**src/rtl/evb_pkg.sv**
```systemverilog
// Shared definitions for the EVB job scheduler: FSM encoding, job field widths, status codes.
// Latency: n/a (package only).
// Backpressure: n/a (package only).
package evb_pkg;

    // Engine job field widths
    localparam int A_W = 3;
    localparam int B_W = 5;
    localparam int X_W = 16;
    localparam int N_W = 5;

    // Status word reported when the watchdog gives up on the engine
    localparam logic [31:0] STATUS_TIMEOUT = 32'hDEAD_0001;
    // Status word held in rsp_status while reset is applied
    localparam logic [31:0] STATUS_RESET   = 32'hFFFF_FFFF;

    typedef enum logic [1:0] {
        S_IDLE  = 2'd0,
        S_START = 2'd1,
        S_WAIT  = 2'd2,
        S_RESP  = 2'd3
    } state_t;

    // Latched job fields handed to the engine
    typedef struct packed {
        logic [A_W-1:0] a;
        logic [B_W-1:0] b;
        logic [X_W-1:0] xb;
        logic [N_W-1:0] n;
    } job_t;

endpackage

```
**src/rtl/rr_picker.sv**
```systemverilog
// Combinational round-robin select: first asserted req_valid at or after rr_ptr, circularly.
// Latency: zero cycles (pure combinational).
// Backpressure: none; the caller decides whether the pick is consumed.
//
// Ports:
//   req_valid  per-requester request vector
//   rr_ptr     index with the highest priority this round
//   pick_vld   at least one request is pending
//   pick_id    index of the winning requester (valid with pick_vld)
module rr_picker #(
    parameter int NUM_REQ = 4,
    parameter int ID_W    = 2
) (
    input  logic [NUM_REQ-1:0] req_valid,
    input  logic [ID_W-1:0]    rr_ptr,
    output logic               pick_vld,
    output logic [ID_W-1:0]    pick_id
);

    int idx;

    // Walk offsets from farthest to nearest so the nearest valid requester
    // after rr_ptr is the last (and therefore winning) assignment.
    always_comb begin
        pick_vld = 1'b0;
        pick_id  = '0;
        idx      = 0;
        for (int i = NUM_REQ - 1; i >= 0; i--) begin
            idx = int'(rr_ptr) + i;
            if (idx >= NUM_REQ) begin
                idx = idx - NUM_REQ;
            end
            if (req_valid[ID_W'(idx)]) begin
                pick_vld = 1'b1;
                pick_id  = ID_W'(idx);
            end
        end
    end

endmodule

```
**src/rtl/evb_scheduler.sv**
```systemverilog
// Round-robin scheduler sharing one EVB engine between NUM_REQ requesters, one job at a time.
// Latency: accept at T (req_ready), eng_start at T+1, rsp_valid the cycle after eng_done.
// Backpressure: rsp_valid holds with stable rsp_* until rsp_ready; no new job is accepted meanwhile.
//
// Ports:
//   clk, rst                        clock (rising edge), asynchronous active-low reset
//   req_valid / req_ready           per-requester request, one-hot accept pulse (IDLE only)
//   req_A/b/xb/N/addr               packed per-requester job fields (requester i at slice i)
//   eng_start, eng_A/b/xb/N/addr    one-cycle start pulse and latched job fields to the engine
//   eng_done, eng_result/status     engine completion pulse and its outputs
//   rsp_valid/ready, rsp_id/result/status   response handshake back to the requesters
//   busy                            high whenever the FSM is not in IDLE
//
// Optional feature: define EVB_SCHED_TIMEOUT_EN to add a WAIT watchdog that forces a
// response with status STATUS_TIMEOUT after TIMEOUT cycles without eng_done.
module evb_scheduler
    import evb_pkg::*;
#(
    parameter int NUM_REQ = 4,
    parameter int ADDR_W  = 10,
    parameter int TIMEOUT = 1024,
    localparam int ID_W   = (NUM_REQ > 1) ? $clog2(NUM_REQ) : 1
) (
    input  logic                    clk,
    input  logic                    rst,

    input  logic [NUM_REQ-1:0]        req_valid,
    output logic [NUM_REQ-1:0]        req_ready,
    input  logic [NUM_REQ*A_W-1:0]    req_A,
    input  logic [NUM_REQ*B_W-1:0]    req_b,
    input  logic [NUM_REQ*X_W-1:0]    req_xb,
    input  logic [NUM_REQ*N_W-1:0]    req_N,
    input  logic [NUM_REQ*ADDR_W-1:0] req_addr,

    output logic                    eng_start,
    output logic [A_W-1:0]          eng_A,
    output logic [B_W-1:0]          eng_b,
    output logic [X_W-1:0]          eng_xb,
    output logic [N_W-1:0]          eng_N,
    output logic [ADDR_W-1:0]       eng_addr,
    input  logic                    eng_done,
    input  logic [31:0]             eng_result,
    input  logic [31:0]             eng_status,

    output logic                    rsp_valid,
    input  logic                    rsp_ready,
    output logic [ID_W-1:0]         rsp_id,
    output logic [31:0]             rsp_result,
    output logic [31:0]             rsp_status,

    output logic                    busy
);

    state_t            state;
    logic [ID_W-1:0]   rr_ptr;
    job_t              job;
    logic [ADDR_W-1:0] job_addr;

    logic              pick_vld;
    logic [ID_W-1:0]   pick_id;
    logic              wait_expired;
    logic [ID_W-1:0]   next_ptr;

    rr_picker #(
        .NUM_REQ (NUM_REQ),
        .ID_W    (ID_W)
    ) u_rr_picker (
        .req_valid (req_valid),
        .rr_ptr    (rr_ptr),
        .pick_vld  (pick_vld),
        .pick_id   (pick_id)
    );

    // The accept pulse must coincide with the IDLE cycle in which the pick is
    // sampled, so it is decoded from the state register rather than registered.
    // Gating with rst keeps it low while reset is held, even with requests pending.
    always_comb begin
        req_ready = '0;
        if (rst && (state == S_IDLE) && pick_vld) begin
            req_ready[pick_id] = 1'b1;
        end
    end

    // The next round starts just after the requester that was served.
    assign next_ptr = (rsp_id == ID_W'(NUM_REQ - 1)) ? '0 : rsp_id + 1'b1;

    assign eng_A    = job.a;
    assign eng_b    = job.b;
    assign eng_xb   = job.xb;
    assign eng_N    = job.n;
    assign eng_addr = job_addr;

`ifdef EVB_SCHED_TIMEOUT_EN
    localparam int CNT_W = (TIMEOUT > 1) ? $clog2(TIMEOUT) : 1;
    logic [CNT_W-1:0] wait_cnt;

    assign wait_expired = (wait_cnt == CNT_W'(TIMEOUT - 1));
`else
    logic unused_timeout;

    assign wait_expired   = 1'b0;
    assign unused_timeout = (TIMEOUT != 0);
`endif

    always_ff @(posedge clk or negedge rst) begin
        if (!rst) begin
            state      <= S_IDLE;
            rr_ptr     <= '0;
            eng_start  <= 1'b0;
            rsp_valid  <= 1'b0;
            busy       <= 1'b0;
            rsp_id     <= '0;
            rsp_result <= '0;
            rsp_status <= STATUS_RESET;
            job        <= '0;
            job_addr   <= '0;
`ifdef EVB_SCHED_TIMEOUT_EN
            wait_cnt   <= '0;
`endif
        end else begin
            case (state)
                S_IDLE: begin
                    if (pick_vld) begin
                        state     <= S_START;
                        eng_start <= 1'b1;
                        busy      <= 1'b1;
                        rsp_id    <= pick_id;
                        job.a     <= req_A[pick_id*A_W +: A_W];
                        job.b     <= req_b[pick_id*B_W +: B_W];
                        job.xb    <= req_xb[pick_id*X_W +: X_W];
                        job.n     <= req_N[pick_id*N_W +: N_W];
                        job_addr  <= req_addr[pick_id*ADDR_W +: ADDR_W];
                    end
                end

                S_START: begin
                    state     <= S_WAIT;
                    eng_start <= 1'b0;
`ifdef EVB_SCHED_TIMEOUT_EN
                    wait_cnt  <= '0;
`endif
                end

                S_WAIT: begin
                    // A real completion beats a watchdog expiry in the same cycle.
                    if (eng_done) begin
                        state      <= S_RESP;
                        rsp_valid  <= 1'b1;
                        rsp_result <= eng_result;
                        rsp_status <= eng_status;
                    end else if (wait_expired) begin
                        state      <= S_RESP;
                        rsp_valid  <= 1'b1;
                        rsp_result <= '0;
                        rsp_status <= STATUS_TIMEOUT;
                    end
`ifdef EVB_SCHED_TIMEOUT_EN
                    else begin
                        wait_cnt <= wait_cnt + 1'b1;
                    end
`endif
                end

                S_RESP: begin
                    if (rsp_ready) begin
                        state     <= S_IDLE;
                        rsp_valid <= 1'b0;
                        busy      <= 1'b0;
                        rr_ptr    <= next_ptr;
                    end
                end

                default: begin
                    state <= S_IDLE;
                end
            endcase
        end
    end

endmodule

```
**config.mk**
```make
export PLATFORM = sky130hd
export DESIGN_NAME = evb_scheduler
export DESIGN_NICKNAME = d
export VERILOG_FILES = /design/src/rtl/evb_pkg.sv /design/src/rtl/rr_picker.sv /design/src/rtl/evb_scheduler.sv
export SDC_FILE = /design/constraint.sdc
export NUM_CORES = 1
export LEC_CHECK = 0
export CAP_MARGIN = 25
export CORE_AREA = 2 2 133 135
export CTS_CLUSTER_DIAMETER = 40
export CTS_CLUSTER_SIZE = 20
export DETAILED_ROUTE_END_ITERATION = 10
export DIE_AREA = 0 0 135 137
export GPL_TIMING_DRIVEN = 0
export PLACE_DENSITY_LB_ADDON = 0.3
export RECOVER_POWER = 25
export SETUP_SLACK_MARGIN = 0.02
export SLEW_MARGIN = 20
export SYNTH_ARGS = -nofsm -noshare
export SYNTH_HDL_FRONTEND = slang
export SYNTH_SLANG_ARGS = --single-unit
```
**constraint.sdc**
```tcl
create_clock -name clk -period 2.3 [get_ports clk]
set_input_delay 0.575 -clock clk [delete_from_list [all_inputs] [get_ports clk]]
set_output_delay 0.575 -clock clk [all_outputs]
set_load 0.005 [all_outputs]
```
# [Yosys cells after proc, flatten, opt, wreduce, memory -nomap -nowiden]
# Cells that the tools add are included.
[word_totals] reg_bits=112 out_inout_bits=112 wordCells=98
[classes] n_addsub=8 multipliers=3 magnitude_cmp=10 eq_ne=7 shift=5 mux=38 n_reduce_logical=14
[op_table] cell="$shiftx A64 B7 Y16" count=1
[op_table] cell="$shiftx A20 B6 Y5" count=2
[op_table] cell="$shiftx A40 B7 Y10" count=1
[op_table] cell="$mux W2" count=12
[op_table] cell="$lt A2 B4 Y1 const B" count=4
[op_table] cell="$mux W1" count=16
[op_table] cell="$shiftx A12 B5 Y3" count=1
[op_table] cell="$mul A2 B3 Y5 const B" count=2
[op_table] cell="$ge A3 B3 Y1 const B" count=3
[op_table] cell="$reduce_and A3 Y1" count=3
[op_table] cell="$bmux W1 S2" count=4
[op_table] cell="$pmux W2 S4" count=1
[op_table] cell="$reduce_and A2 Y1" count=4
[op_table] cell="$sub A2 B1 Y2 const B" count=4
[op_table] cell="$add A2 B2 Y3 const B" count=2
[op_table] cell="$eq A2 B2 Y1 const B" count=3
[op_table] cell="$ne A2 B2 Y1 const B" count=3
[op_table] cell="$pmux W1 S2" count=3
[op_table] cell="$reduce_bool A2 Y1" count=3
[op_table] cell="$mul A2 B2 Y4 const B" count=1
[op_table] cell="$mux W4" count=1
[op_table] cell="$add A2 B1 Y3 const B" count=1
[op_table] cell="$ge A2 B3 Y1 const B" count=1
[op_table] cell="$logic_and A1 B1 Y1" count=3
[op_table] cell="6 further kinds" count=6

# [Logic depth before layout (Yosys ltp)]
[logic_depth] depth_word=15 mapped_depth=6 depth_no_buf=6

# [Cells and area by module]
# Synthesis repeated with hierarchy kept, for this count alone.
[hier_totals] cells_unflattened=423 hier_area_um2=5447.7
[modules_own_cells] module="evb_scheduler" instances=1 cells_each=410 area_each_um2=5370.2 seq_area_each_um2=2842.7
[modules_own_cells] module="rr_picker" instances=1 cells_each=13 area_each_um2=77.6 seq_area_each_um2=0.0

# [Least setup slack after synthesis]
# Ideal clock, no wire load.
[synth_path] kind="reg-to-output" start="reg state[0]" end="out req_ready[0]" t_arrival_ns=1.518 required_ns=1.725 slack_ns=0.207 path_stages_with_launch=7 path_cell_list="dfrtp_1 > inv_1 > ha_1 > nor2b_1 > clkbuf_1 > nand2_1 > nor3_1"
[synth_via] elab_chain_len=4
[synth_rtl] item="start, declared" line_no="evb_scheduler.sv:54" text="state_t state;"
[synth_rtl] item="start signal, assigned" line_no="evb_scheduler.sv:107" text="state <= S_IDLE;"
[synth_rtl] item="start signal, assigned" line_no="evb_scheduler.sv:124" text="state <= S_START;"
[synth_rtl] item="start signal, assigned" line_no="evb_scheduler.sv:137" text="state <= S_WAIT;"
[synth_rtl] item="$logic_not A2 Y1" line_no="evb_scheduler.sv:79" text="if (rst && (state == S_IDLE) && pick_vld) begin"
[synth_rtl] item="$logic_and A1 B1 Y1 (2 in series)" line_no="evb_scheduler.sv:79"
[synth_rtl] item="$mux W4" line_no="evb_scheduler.sv:79"
[synth_rtl] item="end, declared" line_no="evb_scheduler.sv:28" text="output logic [NUM_REQ-1:0] req_ready,"
# Every way passes these cells.

# [Worst setup path after layout]
[layout_path] start="reg rr_ptr[1]" end="out req_ready[0]"
[layout_via] elab_chain_len=15
[layout_rtl] item="start, declared" line_no="evb_scheduler.sv:55" text="logic [ID_W-1:0] rr_ptr;"
[layout_rtl] item="start signal, assigned" line_no="evb_scheduler.sv:169" text="rr_ptr <= next_ptr;"
[layout_rtl] item="$add A2 B2 Y3" line_no="rr_picker.sv:29" text="idx = int'(rr_ptr) + i;"
[layout_rtl] item="$ge A3 B3 Y1 or $sub A2 B1 Y2 (tied branches)" line_no="rr_picker.sv:30, rr_picker.sv:31"
[layout_rtl] item="$mux W2" line_no="rr_picker.sv:30" text="if (idx >= NUM_REQ) begin"
[layout_rtl] item="$bmux W1 S2" line_no="rr_picker.sv:33" text="if (req_valid[ID_W'(idx)]) begin"
[layout_rtl] item="$mux W1 (implied by the code) (2 in series)" line_no="rr_picker.sv:33"
[layout_rtl] item="$mux W2 (4 in series)" line_no="rr_picker.sv:33"
[layout_rtl] item="$lt A2 B3 Y1 (implied by the code) or $ge A2 B1 Y1 (tied branches)" line_no="evb_scheduler.sv:80" text="req_ready[pick_id] = 1'b1;"
[layout_rtl] item="$logic_and A1 B1 Y1 (implied by the code)" line_no="evb_scheduler.sv:80"
[layout_rtl] item="$mux W1 (implied by the code)" line_no="evb_scheduler.sv:80"
[layout_rtl] item="$demux W1 S2" line_no="evb_scheduler.sv:80"
[layout_rtl] item="$mux W4 (*)" line_no="evb_scheduler.sv:79"
# Every way passes the cells marked *; elsewhere a longest branch is shown, timed or not. The select of a mux whose other input is x is not followed.

==> flow_metrics.tcl <==
set metrics [dict create \
    overflow 0 \
    die_h_um 137 \
    cts_root_buf "clkbuf_16" \
    max_slew_margin_pct 58.60 \
    area_growth_pct 74.80 \
    ys_warn_count 0 \
    grt_max_degree 66 \
    violations "negative setup slack" \
    grt_use_total_pct 21.16 \
    synth_ff_type "dfrtp_1" \
    synth_most_common_cell "dfrtp_1" \
    worst_slack_ns -0.03353 \
    synth_area_leader_cell "dfrtp_1" \
    start_util_pct 33.27 \
    ant_nets 0 \
    cts.sinks 112 \
    routed.top_layer "met5" \
    fin_crit_sh_pct 101.5 \
    wl_met3_mm 1.875 \
    cts_made_buffers 9 \
    cp.required_ns 1.73 \
    syn_nets 693 \
    cts_tree "yes" \
    io_pins 340 \
    async_flop_share_pct 100.0 \
    final_layout_size_suffix_gt1_share_pct 23.05 \
    grt_pass1_vias 5496 \
    netlist_area_um2 5674 \
    syn_inst 460 \
    synth_area_leaders "dfrtp_1 (35%), dfstp_2 (15%), mux2_2 (13%)" \
    power_mw 11.45 \
    avgSynthCellArea_um2 12.34 \
    nets 1061 \
    dr.pass1.iters 4 \
    synth_edf_count 0 \
    design.core.area_um2 17060 \
    hold_path_class "primary input to async pin" \
    grt_pass1_wl_mm 29.92 \
    via_count 5199 \
    synth-seq-area-share_pct 50.10 \
    cts_buffer_depth 2 \
    numPortBuffers 339 \
    startpoint_type "flip-flop" \
    setup.worst_path.class "flip-flop to output port" \
    finalCriticalPeriod_ns 2.334 \
    clkTransAtPathRegs_ns 0.09 \
    ys_ff_latch 112 \
    drv_slew 0 \
    end_kind "output port" \
    htreeDepth 3 \
    post-route-drc-count 0 \
    synth_top_area_share_pct 35.28 \
    setup_tns_ns -0.06417 \
    hold_viol 0 \
    leakagePower_nw 3.931 \
    clk_latency_ns 0.36 \
    gp_congestion 0.7685 \
    p_per_area_nw_per_um2 1154 \
    drt_first_iter_violations 157 \
    diodes 0 \
    avgRoutedWirePerCell_um 18.73 \
    antenna_found_initial 1 \
    critPathMaxFanout 5 \
    num_rows 48 \
    rsz0062_at_grt "yes" \
    viasPerCell 4.914 \
    max_slew.worst_pin.slew_ns 0.6210 \
    synthTopCellsByCount "dfrtp_1 (80), mux2_2 (66), nor2_1 (40)" \
    max_freq_ghz 0.4285 \
    synth_cell_types 36 \
    detail_route.wirelength.met1_mm 7.525 \
    die-area_um2 18500 \
    fin_skew_ns 0.01143 \
    setup_viol 2 \
    die_x_um 135 \
    dp_hpwl_mm 15.62 \
    route.met2.wl_mm 9.998 \
    wirelength_mm 19.82 \
    arrival_ns 1.76 \
    vdd_drop_max_mv 0.4951 \
    cap_violations 0 \
    status "finished with violations" \
]
[final cells by class]
| type | instances | area [µm²] |
|---|---|---|
| timing repair buffer | 357 | 3515 |
| fill | 1417 | 7138 |
| clock buffer | 9 | 225.2 |
| clock inverter | 7 | 75.07 |
| buffer | 34 | 237.7 |
| tap | 225 | 281.5 |
| multi-input combinational | 307 | 2713 |
| inverter | 7 | 26.28 |
| sequential | 112 | 2845 |
[stage by stage]
step | utilization [%] | hold WS, ns | worst slack, ns | cells | instance area [µm²]
floorplan | - | 0.2794 | 0.2070 | 460 | 5674
global placement | 54.81 | 0.4858 | -4.590 | 1024 | 9349
detailed placement | 54.98 | 0.4922 | -1.374 | 1025 | 9378
CTS | 58.06 | 0.1719 | -0.05109 | 1058 | 9903
global route | 58.15 | 0.1901 | -0.08119 | 1058 | 9918
finish | 58.15 | 0.1496 | -0.03353 | 1058 | 9918
[registers in the layout, indices dropped and copies added, names as in the netlist, 2 cells and up]
register / flops
rsp_id: 2
rsp_result: 32
eng_N: 5
rsp_status: 32
rr_ptr: 2
eng_xb: 16
eng_addr: 10
eng_b: 5
eng_A: 3
state: 2
[cell families (layout without fill, tap and decap cells)]
family,after synthesis,in the layout,share of synthesized area [%]
adders and majority gates,5,5,1.103
muxes,105,105,19.98
and+or+nand+nor,98,98,8.864
AOI/OAI and AO/OA,99,99,16.05
buffers and inverters,41,414,3.903
DFF,112,112,50.10
[final timing paths]
path | startpoint | to | slack (ns) | cells after the start
max | rr_ptr[1] | req_ready[0] | -0.03 | 5
min | rst | eng_xb[8] | 0.15 | 1
max reg2reg | rr_ptr[1] | eng_N[3] | 0.13 | 7
min reg2reg | rsp_result[11] | rsp_result[11] | 0.51 | 1
max in group asynchronous | rst | rsp_status[13] | 1.40 | 2
min in group clk | rsp_result[11] | rsp_result[11] | 0.51 | 1
[critical path: stages (launching register included)]
cell	delay, ns
dfrtp_2	0.44
or3b_4	0.43
o221a_4	0.14
buf_8	0.13
nor3_4	0.11
buf_2	0.15
[cell usage in the layout, fill, tap and decap left out, types with 4 or more instances in the layout]
| master | Yosys | routed |
|---|---|---|
| ha_1 | 5 | 4 |
| nor2_1 | 40 | 40 |
| dfrtp_1 | 80 | 78 |
| a211oi_1 | 39 | 39 |
| clkbuf_1 | 17 | 16 |
| buf_2 | 6 | 11 |
| buf_6 | 7 | 8 |
| clkbuf_16 | 0 | 9 |
| a2111oi_1 | 26 | 25 |
| inv_1 | 7 | 4 |
| dfstp_2 | 32 | 32 |
| and2_0 | 27 | 27 |
| o21ai_0 | 7 | 7 |
| nand2_1 | 10 | 9 |
| mux2i_1 | 39 | 39 |
| a2111oi_2 | 12 | 13 |
| and2_1 | 12 | 12 |
| buf_4 | 1 | 17 |
| mux2_2 | 66 | 65 |
| clkdlybuf4s50_1 | 0 | 330 |
[per-layer routing]
layer	global-route usage (%)	vias up
li1	-	2445
met1	23.77	2482
met2	38.01	236
met3	7.259	34
met4	6.250	2
met5	0	-
[power breakdown]
part	leakage (nW)	internal (mW)	switching, mW
logic	2.53	3.64	2.49
clock network	0.148	0.771	0.805
registers	1.25	3.19	0.554
total	3.93	7.60	3.85
[what timing repair did]
item	4_1_cts	5_1_grt
setup endpoints to repair	45	31
buffers inserted	17	0
hold buffers	0	0
pin swaps	10	2
gates resized for setup	67	4
No activity file was read; power rests on OpenSTA's default activity.
